`src/rtl/mult_job_scheduler.sv`:
```
// Two-requester multiply job scheduler: round-robin arbitration, fixed six-state
// sequence driving ROM, register file and RAM controls for one product per job.
module mult_job_scheduler (
   input  logic       clk,
   input  logic       rst,
   input  logic       req0,
   input  logic       req1,
   input  logic [2:0] adr1_0,
   input  logic [2:0] adr1_1,
   input  logic [2:0] adr2_0,
   input  logic [2:0] adr2_1,
   input  logic [2:0] dst_0,
   input  logic [2:0] dst_1,
   output logic       gnt0,
   output logic       gnt1,
   output logic       busy,
   output logic       done,
   output logic       done_id,
   output logic [2:0] rom_adr,
   output logic       rf_we,
   output logic       rf_da,
   output logic       rf_sa,
   output logic       rf_sb,
   output logic       ram_we,
   output logic [2:0] ram_adr,
   output logic [2:0] state,
   output logic [7:0] jobs_done
);

   localparam int unsigned AW = 3;
   localparam int unsigned SW = 3;
   localparam int unsigned CW = 8;

   typedef enum logic [SW-1:0] {
      IDLE   = 3'd0,
      LOAD_A = 3'd1,
      LOAD_B = 3'd2,
      MULT   = 3'd3,
      WRITE  = 3'd4,
      DONE   = 3'd5
   } state_t;

   typedef struct packed {
      logic          idx;
      logic [AW-1:0] adr1;
      logic [AW-1:0] adr2;
      logic [AW-1:0] dst;
   } job_t;

   logic [SW-1:0] state_q, state_d;
   job_t          job_q, job_d;
   logic          ptr_q, ptr_d;
   logic          win;
   logic [CW-1:0] cnt_d;

   logic          gnt0_d, gnt1_d, busy_d, done_d, done_id_d;
   logic          rf_we_d, rf_da_d, rf_sa_d, rf_sb_d, ram_we_d;
   logic [AW-1:0] rom_adr_d, ram_adr_d;

   // Next state, job latch, arbitration, and output decode of the upcoming state
   always_comb begin
      state_d   = state_q;
      job_d     = job_q;
      ptr_d     = ptr_q;
      cnt_d     = jobs_done;
      gnt0_d    = 1'b0;
      gnt1_d    = 1'b0;
      busy_d    = 1'b0;
      done_d    = 1'b0;
      done_id_d = 1'b0;
      rom_adr_d = '0;
      rf_we_d   = 1'b0;
      rf_da_d   = 1'b0;
      rf_sa_d   = 1'b0;
      rf_sb_d   = 1'b0;
      ram_we_d  = 1'b0;
      ram_adr_d = '0;

      // Both requesting: the one not served last wins
      if (req0 && req1) win = ~ptr_q;
      else              win = req1;

      case (state_q)
         IDLE: begin
            if (req0 || req1) begin
               state_d   = LOAD_A;
               ptr_d     = win;
               job_d.idx = win;
               job_d.adr1 = win ? adr1_1 : adr1_0;
               job_d.adr2 = win ? adr2_1 : adr2_0;
               job_d.dst  = win ? dst_1  : dst_0;
            end
         end
         LOAD_A: state_d = LOAD_B;
         LOAD_B: state_d = MULT;
         MULT:   state_d = WRITE;
         WRITE: begin
            state_d = DONE;
            cnt_d   = jobs_done + CW'(1);
         end
         DONE:    state_d = IDLE;
         default: state_d = IDLE;
      endcase

      // Controls are registered from the next state so they line up with state
      busy_d = (state_d != IDLE);
      case (state_d)
         LOAD_A: begin
            gnt0_d    = ~job_d.idx;
            gnt1_d    = job_d.idx;
            rom_adr_d = job_d.adr1;
            rf_we_d   = 1'b1;
         end
         LOAD_B: begin
            rom_adr_d = job_d.adr2;
            rf_we_d   = 1'b1;
            rf_da_d   = 1'b1;
         end
         MULT: begin
            rf_sb_d = 1'b1;
         end
         WRITE: begin
            rf_sb_d   = 1'b1;
            ram_we_d  = 1'b1;
            ram_adr_d = job_d.dst;
         end
         DONE: begin
            done_d    = 1'b1;
            done_id_d = job_d.idx;
            ram_adr_d = job_d.dst;
         end
         default: ;
      endcase
   end

   always_ff @(posedge clk) begin
      if (!rst) begin
         state_q   <= IDLE;
         job_q     <= '0;
         ptr_q     <= 1'b1;
         jobs_done <= '0;
         gnt0      <= 1'b0;
         gnt1      <= 1'b0;
         busy      <= 1'b0;
         done      <= 1'b0;
         done_id   <= 1'b0;
         rom_adr   <= '0;
         rf_we     <= 1'b0;
         rf_da     <= 1'b0;
         rf_sa     <= 1'b0;
         rf_sb     <= 1'b0;
         ram_we    <= 1'b0;
         ram_adr   <= '0;
      end else begin
         state_q   <= state_d;
         job_q     <= job_d;
         ptr_q     <= ptr_d;
         jobs_done <= cnt_d;
         gnt0      <= gnt0_d;
         gnt1      <= gnt1_d;
         busy      <= busy_d;
         done      <= done_d;
         done_id   <= done_id_d;
         rom_adr   <= rom_adr_d;
         rf_we     <= rf_we_d;
         rf_da     <= rf_da_d;
         rf_sa     <= rf_sa_d;
         rf_sb     <= rf_sb_d;
         ram_we    <= ram_we_d;
         ram_adr   <= ram_adr_d;
      end
   end

   assign state = state_q;

endmodule

```
`config.mk`:
```
export PLATFORM = sky130hd
export DESIGN_NAME = mult_job_scheduler
export DESIGN_NICKNAME = d
export VERILOG_FILES = /design/src/rtl/mult_job_scheduler.sv
export SDC_FILE = /design/constraint.sdc
export NUM_CORES = 1
export LEC_CHECK = 0
export CAP_MARGIN = 20
export CELL_PAD_IN_SITES_DETAIL_PLACEMENT = 1
export CELL_PAD_IN_SITES_GLOBAL_PLACEMENT = 1
export CORE_MARGIN = 2
export CORE_UTILIZATION = 23
export DETAILED_ROUTE_END_ITERATION = 10
export PLACE_DENSITY_LB_ADDON = 0.1
export SLEW_MARGIN = 10
export SYNTH_ARGS = -nofsm -noshare
export SYNTH_HDL_FRONTEND = slang
export SYNTH_SLANG_ARGS = --single-unit
```
`constraint.sdc`:
```
create_clock -name clk -period 1.87 [get_ports clk]
set_clock_uncertainty 0.05 [all_clocks]
set_input_delay 0.374 -clock clk [delete_from_list [all_inputs] [get_ports clk]]
set_output_delay 0.374 -clock clk [all_outputs]
set_load 0.005 [all_outputs]
```
# [After elaboration in Yosys (flattened, before gate mapping)]
# Index checks and enable logic that the tools add are counted.
# Widths: inputs -> output; s select.
[word_totals] regBits=37 out_inout_bits=27 in_bits=22
[classes] n_mux=14 n_addsub=1 n_reduce_logical=11 n_eq_ne=9 bitwise=2
[op_table] op="$mux 10" count=2
[op_table] op="$pmux 3 s5" count=1
[op_table] op="$eq 3x2->1 const B" count=4
[op_table] op="$mux 3" count=4
[op_table] op="$eq 3x3->1 const B" count=3
[op_table] op="$add 8x1->8 const B" count=1
[op_table] op="$reduce_and 2->1" count=4
[op_table] op="$eq 3x1->1 const B" count=2
[op_table] op="$mux 1" count=6
[op_table] op="$pmux 3 s2" count=1
[op_table] op="$reduce_or 2->1" count=3
[op_table] op="$logic_not 3->1" count=1
[op_table] op="$reduce_bool 3->1" count=1
[op_table] op="$not 1->1" count=2
[op_table] op="$logic_and 1x1->1" count=1
[op_table] op="$logic_or 1x1->1" count=1

# [Logic depth before layout (Yosys ltp)]
# Gate-level depths: netlist (run 1).
[depth] depth_word=6 mapped_depth=5 depth_no_buf=4

# [Worst setup path before layout (run 1)]
# Ideal clock, no wire load.
[synth_timing] kind="register to register" start="register state_q[2] (netlist: state[2])" end="register jobs_done[7]" required_time_ps=1748 n_path_buf=2 slack_ps=261 synth_period_minus_slack_ps=1609 stages_incl_launch_ff=6 arrival_ps=1487 path_cell_list="dfxtp_1 > buf_4 > or3b_4 > buf_2 > nor4_2 > mux2i_1"
[synth_between] elab_chain_len=1
[synth_lines] element="start: declaration" line_no="50" text="logic [SW-1:0] state_q, state_d;"
[synth_lines] element="start signal: assignment" line_no="155" text="state_q <= state_d;"
[synth_lines] element="$eq 3x3->1" line_no="83" text="case (state_q)"
[synth_lines] element="end signal: assignment" line_no="158" text="jobs_done <= cnt_d;"
[synth_lines] element="end: declaration" line_no="27" text="output logic [7:0] jobs_done"
# Every way passes these cells.
# A chain may end at the register's enable or synchronous reset.

# [Worst setup path after layout (run 1)]
[layout_timing] start="register state_q[1] (netlist: state[1])" end="register busy"
[layout_between] elab_chain_len=3 word_cells_on_any_way=8 classes_between="eq/ne (4); mux (2); reduce/logical (2)"
[layout_lines] element="$eq 3x3->1, or another cell as far along" line_no="83"
[layout_lines] element="$pmux 3 s5 (*)" line_no="83"
[layout_lines] element="$reduce_bool 3->1 (*)" line_no="106" text="busy_d = (state_d != IDLE);"
[layout_lines] element="end signal: assignment" line_no="161" text="busy <= busy_d;"
[layout_lines] element="end: declaration" line_no="16" text="output logic busy,"
# Mark *: on every way between the ends. The rest lies on a longest branch, timed or not.

==> results of run 1 <==
## critical path: stages, from the launching register on
cell and delay (ns):
dfxtp_1 0.37, buf_4 0.19, and3b_1 0.15, o21ai_0 0.54, o221ai_1 0.26
## cell families after synthesis
kind of cell             Yosys count  synth area share [%]
AO/OA/AOI/OAI                     34                  17.0
XOR/XNOR                           2                  1.28
adder cells (fa/ha/maj)            1                 0.911
buffers and inverters             15                  5.10
flip-flops                        34                  49.5
multiplexers                       4                  2.91
other                              1                 0.273
AND/OR/NAND/NOR                   55                  23.0
## stage by stage
stage               TNS [ns]  utilization [%]
floorplan                  0                -
global placement     -0.0178             34.0
detailed placement    -0.400             34.0
CTS                        0             35.9
global route               0             35.9
finish                     0             35.9
## power by group
part | switching [mW] | total (mW) | internal, mW | leakage, nW
Clock | 0.244 | 0.670 | 0.426 | 0.0573
Sequential | 0.0353 | 0.819 | 0.784 | 0.278
Combinational | 0.146 | 0.337 | 0.191 | 0.449
## worst max path at each step
stage                         from           end  cells after the start
after floorplan           state[2]  jobs_done[7]                      5
after global placement        req0    ram_adr[0]                      5
after detailed placement      req0    ram_adr[2]                      5
after CTS                 state[1]          busy                      4
after global routing      state[1]          busy                      4
final                     state[1]          busy                      4
## routing by layer
layer  wire, um  up-vias
li1           -      628
met1       1710      588
met2       1850       29
met3        157        5
met4         47        0
met5          0        -
## cells in the mapped netlist, drive strengths merged, types with 2 or more instances
cell type | n | area share, %
inv | 4 | 1.1
a221oi | 3 | 1.9
mux2i | 4 | 2.9
dfxtp | 34 | 50
o31ai | 2 | 1.1
and2 | 6 | 2.7
clkbuf | 3 | 0.82
nand2b | 6 | 2.7
buf | 7 | 2.9
or4 | 2 | 1.1
nor3 | 9 | 3.6
nor2b | 2 | 0.91
o32ai | 3 | 1.9
or3 | 4 | 1.8
nand3 | 3 | 1.1
o2bb2ai | 4 | 2.5
o21ai | 4 | 1.5
a211oi | 3 | 1.6
xnor2 | 2 | 1.3
nor2 | 7 | 1.9
nand2 | 9 | 2.5
a21oi | 12 | 4.4
## registers in the layout, indices dropped and copies added (netlist names)
signal	count
jobs_done	8
job_q	7
ram_adr	3
rom_adr	3
state	3
busy	1
done	1
done_id	1
gnt0	1
gnt1	1
ptr_q	1
ram_we	1
rf_da	1
rf_sb	1
rf_we	1
## layout make-up
cell class                      instances  share of cell area, %
Clock buffer                            6                   3.93
Clock inverter                          1                   1.43
Inverter                                5                  0.893
Multi-Input combinational cell         97                   29.6
Sequential cell                        34                   32.4
Tap cell                               75                   4.46
Timing Repair Buffer                   59                   27.3
==> out/results.ini, run 1 <==
[finish]
layout_commonest_cell=clkdlybuf4s50_1
regArea_um2=681
multi_input_area_um2=623
instances_no_fill=277
fin_nets=225
antenna_cells=0
n_fill_cell=670
fin_area_mm2=0.00210
area_delta_synth_final_pct=53.0
drive_gt1_share_pct=11.9
final_cell_mix=clkdlybuf4s50_1 (47), dfxtp_1 (34), a21oi_1 (12)

[detailed_routing]
ant_nets=0
routed_wl_um=3770
num_vias=1250
drc_errors=0
dr.pass1.iters=4
wl_per_cell_um=13.6
via_per_inst=4.51
drtIter0Drc=32

[yosys]
synthFlopType=dfxtp_1
syn-cell-area_mm2=0.00137
ys_async_sr_fraction_pct=0
synth.distinct_cells=37
avgSynthCellArea_um2=9.41
yosysWarnings=0
synth.net_count=169
synth_edf_count=0
synth_cells=146
seq_area_frac_synth_pct=49.5
ys_ff_latch=34

[place]
dpl-instance-area_mm2=0.00199
place_ws_ns=-0.0768
hpwl_um=2980
gp_congestion=0.659
post-place-cells=270
port-buffer-count=47

[global_routing]
grt_util_met3_pct=3.44
antenna_found_initial=0
grt_max_degree=14
grt_pass1_vias=1301
grt_usage_pct=12.6
top_usage_layer=met2
grt_pass1_wl_um=6330
grtUsageMet2_pct=20.6
use_met1_pct=16.1
overflow=0

[sta]
setup_viol=0
timing.hold.ws_ns=0.421
fin_ws_ns=0.135
hold_viol=0
worst_pin_slew_ns=0.680
fmax_mhz=576
slew_violations=0
rsz0062_at_grt=no
finalCritPeriodShare_pct=92.8
max-slew-margin-rel_pct=54.2
fin_crit_ns=1.73

[worst_hold_path]
min_from=job_q[3]
hp-class=reg -> reg
min_path_cells=1
holdPathEnd=rom_adr[0]

[job]
drv_cap=0

[worst_setup_path]
reg2reg_to=busy
ff2ff_setup_slack_ns=0.14
critPathKind=reg -> reg
worstSetupEndpointType=register
r2r_start=state[1]
start_kind=register
critPathRequiredTime_ns=1.93
reg2regPathDepth=4
worstPathArrival_ns=1.79
critPathMaxFanout=7

[clock_network]
path_clk_slew_ns=0.07
cts_hold_buf=0
cts_sinks=34
numCtsBuffers=5
clockBufferDepth=2
postCtsResizedCells=0
root_buffer=clkbuf_8
cts_setup_buffers=0
clock_latency_ns=0.27
htree_levels=2
cts_tree=yes

[power_and_ir_drop]
ir_worst_vdd_uv=523
p_leak_nw=0.785
p_per_area_mw_per_mm2=869
finalPower_mw=1.83

[floorplanning]
die_y_um=81.3
dieArea_mm2=0.00661
initial_core_util_pct=23.5
die_w_um=81.3
io_pins=49
core_area_mm2=0.00585
fp-row-count=28

[run_status]
status=finished, final reports clean

Power figures use the tool's default switching activity.
==> run 2: changes to the inputs <==
Settings changed: TNS_END_PERCENT set to 10.
==> results of run 2 <==
The final DEF is identical to that of run 1; final timing and power are the same.
